File: src/rtl/aggregator_arbiter.sv
// aggregator_arbiter: round-robin front-end scheduler for a shared aggregator.
// Each grant is locked for BURST_LEN pops so a wide word comes from one sender.
module aggregator_arbiter #(
    parameter int NUM_SENDERS = 4,
    parameter int DATA_WIDTH  = 8,
    parameter int BURST_LEN   = 2,
    localparam int ID_WIDTH   = $clog2(NUM_SENDERS)
) (
    input  logic                              clk,
    input  logic                              rst,
    input  logic [NUM_SENDERS*DATA_WIDTH-1:0] sender_data,
    input  logic [NUM_SENDERS-1:0]            sender_empty_n,
    output logic [NUM_SENDERS-1:0]            sender_deq,
    input  logic [NUM_SENDERS-1:0]            req_mask,
    output logic [DATA_WIDTH-1:0]             out_data,
    output logic                              out_empty_n,
    input  logic                              out_deq,
    output logic                              grant_valid,
    output logic [ID_WIDTH-1:0]               grant_id,
    output logic                              burst_done
);

    localparam int CNT_WIDTH = $clog2(BURST_LEN + 1);

    localparam logic [0:0] IDLE  = 1'b0;
    localparam logic [0:0] GRANT = 1'b1;

    logic [0:0]             state;
    logic [ID_WIDTH-1:0]    last;
    logic [ID_WIDTH-1:0]    pick;
    logic [ID_WIDTH-1:0]    idx;
    logic [CNT_WIDTH-1:0]   count;
    logic [NUM_SENDERS-1:0] req;
    logic                   found;
    logic                   pop;

    assign req         = sender_empty_n & req_mask;
    assign grant_valid = (state == GRANT);

    // Search upward from the sender after the last grant, wrapping.
    always_comb begin
        pick  = last;
        found = 1'b0;
        idx   = '0;
        for (int k = 1; k <= NUM_SENDERS; k++) begin
            idx = ID_WIDTH'((int'(last) + k) % NUM_SENDERS);
            if (!found && req[idx]) begin
                found = 1'b1;
                pick  = idx;
            end
        end
    end

    always_comb begin
        out_data    = '0;
        out_empty_n = 1'b0;
        sender_deq  = '0;
        if (state == GRANT) begin
            for (int i = 0; i < NUM_SENDERS; i++) begin
                if (ID_WIDTH'(i) == grant_id) begin
                    out_data    = sender_data[i*DATA_WIDTH +: DATA_WIDTH];
                    out_empty_n = sender_empty_n[i];
                end
            end
        end
        // A reset cycle must never pop, even mid-burst.
        pop = grant_valid & out_deq & out_empty_n & ~rst;
        for (int i = 0; i < NUM_SENDERS; i++) begin
            sender_deq[i] = pop && (ID_WIDTH'(i) == grant_id);
        end
    end

    always_ff @(posedge clk) begin
        if (rst) begin
            state      <= IDLE;
            grant_id   <= '0;
            last       <= ID_WIDTH'(NUM_SENDERS - 1);
            count      <= '0;
            burst_done <= 1'b0;
        end else begin
            burst_done <= 1'b0;
            unique case (state)
                IDLE: begin
                    if (|req) begin
                        state    <= GRANT;
                        grant_id <= pick;
                        last     <= pick;
                        count    <= '0;
                    end
                end
                GRANT: begin
                    if (pop) begin
                        if (count == CNT_WIDTH'(BURST_LEN - 1)) begin
                            state      <= IDLE;
                            count      <= '0;
                            burst_done <= 1'b1;
                        end else begin
                            count <= count + 1'b1;
                        end
                    end
                end
            endcase
        end
    end

endmodule

File: config.mk
export PLATFORM = sky130hd
export DESIGN_NAME = aggregator_arbiter
export DESIGN_NICKNAME = d
export VERILOG_FILES = /design/src/rtl/aggregator_arbiter.sv
export SDC_FILE = /design/constraint.sdc
export NUM_CORES = 1
export LEC_CHECK = 0
export BUFFER_PORTS_ARGS = -buffer_cell sky130_fd_sc_hd__buf_4
export CORE_MARGIN = 5
export CORE_UTILIZATION = 41
export DETAILED_ROUTE_END_ITERATION = 10
export PLACE_DENSITY = 0.83
export SLEW_MARGIN = 25
export SYNTH_ARGS = -nofsm -noshare
export SYNTH_HDL_FRONTEND = slang
export SYNTH_SLANG_ARGS = --single-unit
File: constraint.sdc
create_clock -name clk -period 3.5 [get_ports clk]
set_input_delay 0.7 -clock clk [delete_from_list [all_inputs] [get_ports clk]]
set_output_delay 0.7 -clock clk [all_outputs]
set_load 0.02 [all_outputs]
==> results of run 1 <==
metal layers:
layer | global-route usage (%) | vias to the layer above
met5 | 0 | -
met4 | 8.09 | 0
met1 | 20.6 | 412
li1 | - | 424
met2 | 31.8 | 25
met3 | 3.13 | 4
placed cells by master, fill, tap and decap left out, types with 2 or more instances in the layout:
cell type,netlist,final
sky130_fd_sc_hd__nand2b_1,4,4
sky130_fd_sc_hd__and3b_1,3,3
sky130_fd_sc_hd__nand2_1,6,6
sky130_fd_sc_hd__nand3_1,3,3
sky130_fd_sc_hd__buf_4,0,60
sky130_fd_sc_hd__nor4_1,2,2
sky130_fd_sc_hd__and2_1,9,9
sky130_fd_sc_hd__a22oi_1,2,2
sky130_fd_sc_hd__o22ai_1,3,3
sky130_fd_sc_hd__clkbuf_4,0,3
sky130_fd_sc_hd__nor2_1,2,2
sky130_fd_sc_hd__nor3b_1,3,3
sky130_fd_sc_hd__nor3_1,2,2
sky130_fd_sc_hd__a32oi_1,2,2
sky130_fd_sc_hd__a21oi_1,6,6
sky130_fd_sc_hd__mux4_2,9,9
sky130_fd_sc_hd__dfxtp_1,8,8
state kept, by name, summed over array words and instances (netlist names):
signal / count
burst_done: 1
count: 2
grant_id: 2
grant_valid: 1
last: 2
per-stage QoR:
step,setup slack (ns),utilization [%],hold WS [ns],cells
after floorplan,1.18,-,0.410,78
after global placement,1.08,70.0,0.436,159
after detailed placement,1.07,70.0,0.435,159
after CTS,0.794,71.3,0.447,162
after global routing,0.680,71.3,0.465,162
final,0.826,71.3,0.442,162
power by group through the flow:
| stage | clock, mW | combinational (mW) | sequential [mW] |
|---|---|---|---|
| after global routing | 0.0770 | 0.205 | 0.131 |
| after CTS | 0.0726 | 0.193 | 0.127 |
| after global placement | 0 | 0.189 | 0.128 |
| after detailed placement | 0 | 0.192 | 0.129 |
| final | 0.0699 | 0.192 | 0.126 |
| after floorplan | 0 | 0.114 | 0.118 |
cells by family after synthesis:
logic type / count (synthesis)
and+or+nand+nor: 38
AOI/OAI and AO/OA: 19
muxes: 9
DFF: 8
buffers and inverters: 4
worst max-delay path: cells and delay by family (launching register included):
family,cells,cell delay [ns]
mux,1,0.59
flops,1,0.80
buf+inv,1,0.15
simple gates,1,0.17
layout make-up:
type                       instances  area [um2]
timing repair buffer              60         450
clock buffer                       3        22.5
tap                               25        31.3
fill                             152         490
multi-input combinational         66         553
sequential                         8         160
synth_stat cells, types with 2 or more instances:
cell type                  instances  area (um2)
sky130_fd_sc_hd__and2_1            9        56.3
sky130_fd_sc_hd__mux4_2            9         203
sky130_fd_sc_hd__dfxtp_1           8         160
sky130_fd_sc_hd__a21oi_1           6        30.0
sky130_fd_sc_hd__nand2_1           6        22.5
sky130_fd_sc_hd__nand2b_1          4        25.0
sky130_fd_sc_hd__and3b_1           3        26.3
sky130_fd_sc_hd__nand3_1           3        15.0
sky130_fd_sc_hd__nor3b_1           3        22.5
sky130_fd_sc_hd__o22ai_1           3        18.8
sky130_fd_sc_hd__a22oi_1           2        15.0
sky130_fd_sc_hd__a32oi_1           2        17.5
sky130_fd_sc_hd__clkbuf_1          2        7.51
sky130_fd_sc_hd__nor2_1            2        7.51
sky130_fd_sc_hd__nor3_1            2        10.0
sky130_fd_sc_hd__nor4_1            2        12.5
how the worst min path moves through the flow:
stage / from / end / slack, ns
finish: count[1] / burst_done / 0.44
global route: count[1] / burst_done / 0.46
CTS: count[1] / burst_done / 0.45
detailed placement: count[1] / burst_done / 0.44
global placement: count[1] / burst_done / 0.44
floorplan: count[1] / burst_done / 0.41
==> metrics.log, run 1 <==
INFO  metric tritoncts = yes
INFO  metric timing.rr.start = grant_id[0]
INFO  metric comb_power_share = 49.4%
INFO  metric seq_area_frac_synth = 21.9%
INFO  metric hold_violations = 0
INFO  metric wire_length_of_the_first_global_routing_pass = approximately 3600 um
INFO  metric power_switching_share = 34.9%
INFO  metric finalClockSkew = 0.00475 ns
INFO  metric clock_pin_slew_worst_setup_and_hold_paths = 0.05 ns
INFO  metric vias_in_the_first_global_route = a little over 800
INFO  metric powerDensity = 318 nW/um2
INFO  metric synth_area_in_compound_gates = between 15 and 20%
INFO  metric synthesis.instances = between 70 and 80
INFO  metric ys_async_sr_fraction = 0%
INFO  metric net_count_after_synthesis = between 100 and 150
INFO  metric crit_type = flop to output port
INFO  metric met2WireLength = 1420 um
INFO  metric clock_insertion_delay_worst_skew = 0.25 ns
INFO  metric cts.hold.buffers_added = 0
INFO  metric finalWeightedCongestion = about 0.8
INFO  metric endpoint = out_data[2]
INFO  metric antennaDiodeCount = 0
INFO  metric yosys_warnings = 0
INFO  metric globalRouteTotalUtil = 17.9%
INFO  metric buffer_ports.inserted = 59
INFO  metric place_hpwl = 2020 um
INFO  metric routed_via_density = 5.34
INFO  metric run_status = completed
INFO  metric rows = 15
INFO  metric cp-start-kind = flop
INFO  metric synthSimpleGateAreaFrac = 30.7%
INFO  metric crit_slowest_cell = sky130_fd_sc_hd__dfxtp_1
INFO  metric cts_root_buffer = sky130_fd_sc_hd__clkbuf_4
INFO  metric met1_length = 917 um
INFO  metric worst_hold_path.num_cells = 1
INFO  metric tritoncts.num_buffers = 3
INFO  metric syn_area = 731 um2
INFO  metric avgRoutedWirePerCell = 15.4 um
INFO  metric post-route-cell-area = 1220 um2
INFO  metric total_switching_power = 0.135 mW
INFO  metric critPathRequiredTime = ~2.8 ns
INFO  metric critical_path_launch_point = grant_id[0]
INFO  metric power.ir.vdd_worst = about 0.26 mV
INFO  metric worst_ep_arrival_time = 1.97 ns
INFO  metric drtPass1Iterations = 4
INFO  metric synth_cell_type_count = 28
INFO  metric cts_buffer_depth = 2
INFO  metric syn_avg_cell_area = 9.37 um2
INFO  metric first_iter_violations = 12
INFO  metric fin_crit = 2.67 ns
INFO  metric r2r.worst_path.cells = 4
INFO  metric pin_count_of_the_biggest_net_entering_global_routing = 18
INFO  metric maxSlewHeadroom = 50.5%
INFO  metric muxShareOfSynthArea = 27.7%
INFO  metric tightestPinTransition = 0.742 ns
INFO  metric max_stage_delay = 0.80 ns
INFO  metric unrepaired_setup_endpoints_after_global_routing = false
INFO  metric dr_wl_met3 = between 100 and 150 um
INFO  metric design.core.area = 1710 um2
INFO  metric final_layout_size_suffix_gt1_share = between 50% and 60%
INFO  metric synth_xor_area_share = 0%
INFO  metric cellLeakagePower = around 0.56 nW
INFO  metric grt_antenna_before_repair = 0
INFO  metric class_of_the_most_critical_hold_timing_path = flop to flop
INFO  metric critical_path.reg2reg.endpoint = grant_valid
INFO  metric design.portCount = 60
INFO  metric design_power_total = 0.388 mW
INFO  metric register_to_register_setup_slack = 1.71 ns
INFO  metric cell_internal_pwr = 0.252 mW
INFO  metric dr_total_vias = 865
INFO  metric postCtsResizedCells = 0
INFO  metric ff_latch_count_synth = 8
INFO  metric chipHeight = 52.2 um
INFO  metric drt_drc = 0
INFO  metric design.die.area = 2730 um2
INFO  metric clockPowerShare = 18.0%
INFO  metric die_w = 52.2 um
INFO  metric synth_enable_flop_cells = 0
INFO  metric share_of_power_burned_in_registers = about 33%
INFO  metric cap_viol_max_count = 0
INFO  metric critPathMaxFanout = 15
INFO  metric post_dp_cell_area = between 1000 and 1500 um2
INFO  metric final_net_count = 182
INFO  metric globalRouteOverflowTotal = 0
INFO  metric routed.top_layer = met4
INFO  metric initial_core_util = between 40 and 50%
INFO  metric ctsHtreeMaxLevel = 1
INFO  metric setup_viol = 0
INFO  metric syn_to_final_growth = 66.6%
INFO  metric synth_top_family_by_area = simple AND/OR/NAND/NOR gates
INFO  metric synthAdderAreaFrac = 0%
INFO  metric fin_setup_tns = 0 ns
INFO  metric timing.critical_path.to_type = output port
INFO  metric synth_top_flop_cell = sky130_fd_sc_hd__dfxtp_1
INFO  metric slew_violations = 0
INFO  metric crit_path_cell_trace = mux4_2 > and2_1 > buf_4
INFO  metric drt-total-wl = 2500 um
INFO  metric antenna_left = 0
INFO  metric finalCritPeriodShare = between 70 and 80%
INFO  metric cts.repair_timing.setup_buffer_count = 0
INFO  metric fmax = 374 MHz
INFO  metric cts_sinks = 8
Note: power is estimated with default switching activity, not from simulation.
==> inputs of run 2 (changes only) <==
Settings changed: CORE_UTILIZATION 41 to 34, PLACE_DENSITY 0.83 to 0.74.
Clock period 3.5 ns to 2.43 ns, I/O delays scaled along.
==> metrics.log, run 2 (synthesis gave the netlist of run 1 again) <==
INFO  metric largestRegisters = count: 2 flops, grant_id: 2 flops, last: 2 flops
INFO  metric chipHeight = 56.4 um (+7.9%)
INFO  metric initial_core_util = 36.5% (-6.3 points)
INFO  metric fin_crit = about 2.2 ns
INFO  metric run_status = completed
INFO  metric cts_root_buffer = sky130_fd_sc_hd__clkbuf_4
INFO  metric final_layout_size_suffix_gt1_share = 53.6% (+1.0 points)
INFO  metric cts.hold.buffers_added = 0 (unchanged)
INFO  metric finalCritPeriodShare = 90.3%
INFO  metric layout_common_cells = 63 x sky130_fd_sc_hd__buf_4, 9 x sky130_fd_sc_hd__mux4_2, 9 x sky130_fd_sc_hd__and2_1
INFO  metric rows = 16 (+1)
INFO  metric fin_setup_tns = 0 ns (unchanged)
INFO  metric avgRoutedWirePerCell = 14.9 um (-3.6%)
INFO  metric cellLeakagePower = 0.572 nW (+2.8%)
INFO  metric layout.cells.most_common = sky130_fd_sc_hd__buf_4
INFO  metric drt-total-wl = 2480 um (-0.64%)
INFO  metric tritoncts.num_buffers = 3 (unchanged)
INFO  metric cp-start-kind = flop
INFO  metric timing.critical_path.to_type = output port
INFO  metric design_power_total = 0.569 mW (+47%)
INFO  metric syn_to_final_growth = 70.0%
INFO  metric critPathRequiredTime = 1.94 ns (-0.86 ns)
INFO  metric powerDensity = 458 nW/um2 (+44%)
INFO  metric holdWs = 0.444 ns (+0.00176 ns)
INFO  metric antennaDiodeCount = 0 (unchanged)
INFO  metric final_net_count = 185 (+1.6%)
INFO  metric critPathMaxFanout = 6 (-9)
INFO  metric wire_length_of_the_first_global_routing_pass = 3910 um (+9.5%)
INFO  metric clock_insertion_delay_worst_skew = 0.26 ns (about the same)
INFO  metric globalRouteTotalUtil = 15.1% (-2.7 points)
INFO  metric tritoncts = yes
INFO  metric cts.repair_timing.setup_buffer_count = 0 (unchanged)
INFO  metric place_hpwl = 2030 um (+0.91%)
INFO  metric buffer_ports.inserted = 59 (unchanged)
INFO  metric drtPass1Iterations = 4 (unchanged)
INFO  metric slew_violations = 0 (unchanged)
INFO  metric hold_violations = 0 (unchanged)
INFO  metric dr_total_vias = 879 (+1.6%)
INFO  metric cts_sinks = 8 (unchanged)
INFO  metric cap_viol_max_count = 0 (unchanged)
INFO  metric antenna_left = 0 (unchanged)
INFO  metric design.portCount = 60 (unchanged)
INFO  metric routed_via_density = 5.26 (-1.4%)
INFO  metric fmax = 456 MHz
INFO  metric ctsHtreeMaxLevel = 1 (unchanged)
INFO  metric cts_buffer_depth = 2 (unchanged)
INFO  metric finalWeightedCongestion = 0.901 (+15%)
INFO  metric register_to_register_setup_slack = 0.91 ns (-0.80 ns)
INFO  metric clock_pin_slew_worst_setup_and_hold_paths = 0.06 ns (about the same)
INFO  metric unrepaired_setup_endpoints_after_global_routing = false
INFO  metric first_iter_violations = 26 (+14)
INFO  metric maxSlewHeadroom = 77.8% (+27 points)
INFO  metric crit_type = flop to output port
INFO  metric grt_antenna_before_repair = 0 (unchanged)
INFO  metric die_w = 56.4 um (+7.9%)
INFO  metric design.die.area = 3180 um2 (+17%)
INFO  metric power.ir.vdd_worst = 0.371 mV (+44%)
INFO  metric globalRouteOverflowTotal = 0 (unchanged)
INFO  metric tightestPinTransition = 0.330 ns (-0.412 ns)
INFO  metric pin_count_of_the_biggest_net_entering_global_routing = 17 (-1)
INFO  metric postCtsResizedCells = 0 (unchanged)
INFO  metric finalClockSkew = 0.00759 ns (+0.00284 ns)
INFO  metric setup_viol = 0 (unchanged)
INFO  metric design.core.area = 2000 um2 (+17%)
INFO  metric worst_ep_arrival_time = 1.71 ns (-0.26 ns)
INFO  metric vias_in_the_first_global_route = 835 (+1.1%)
INFO  metric drt_drc = 0 (unchanged)
INFO  metric class_of_the_most_critical_hold_timing_path = primary input to flop
## run 2: changes by cell type in the layout (fill, tap and decap cells not counted)
| cell | change |
|---|---|
| sky130_fd_sc_hd__buf_4 | +3 |
## run 2: where the power goes
| group | total, mW | switching (mW) | internal, mW |
|---|---|---|---|
| logic | 0.309 | 0.136 | 0.173 |
| registers | 0.160 | 0.0153 | 0.145 |
| clock network | 0.101 | 0.0442 | 0.0564 |
| total | 0.569 | 0.196 | 0.374 |
## run 2: layout make-up
cell class / count / area, um2
Tap cell: 27 / 33.8
Multi-Input combinational cell: 66 / 553
Timing Repair Buffer: 63 / 473
Fill cell: 180 / 759
Clock buffer: 3 / 22.5
Sequential cell: 8 / 160
## run 2: worst max-delay path, cell delays in order, from the launching register on
cell,delay [ns]
sky130_fd_sc_hd__dfxtp_1,0.43
sky130_fd_sc_hd__buf_4,0.21
sky130_fd_sc_hd__mux4_2,0.49
sky130_fd_sc_hd__and2_1,0.17
sky130_fd_sc_hd__buf_4,0.15
## run 2: per-stage QoR
stage	instance area [um2]	instances	util (%)	worst slack, ns
floorplan	731	78	-	0.328
global route	1240	167	62.1	0.115
detailed placement	1220	164	60.9	0.455
global placement	1220	164	60.9	0.472
CTS	1240	167	62.1	0.228
finish	1240	167	62.1	0.235
## run 2: worst paths after layout
path	cells past startpoint	endpoint	startpoint
worst max register to register	4	last[0]	last[1]
worst min-delay path	2	grant_id[1]	rst
worst max-delay path	4	out_data[1]	grant_id[0]
worst min register to register	2	count[1]	count[1]
## run 2: layer usage
metal | global-route usage [%] | share of wire [%] | up-vias
met2 | 24.7 | 45 | 50
li1 | - | - | 431
met1 | 18.7 | 44 | 398
met4 | 2.37 | 0 | 0
met5 | 0 | 0 | -
met3 | 6.65 | 11 | 0
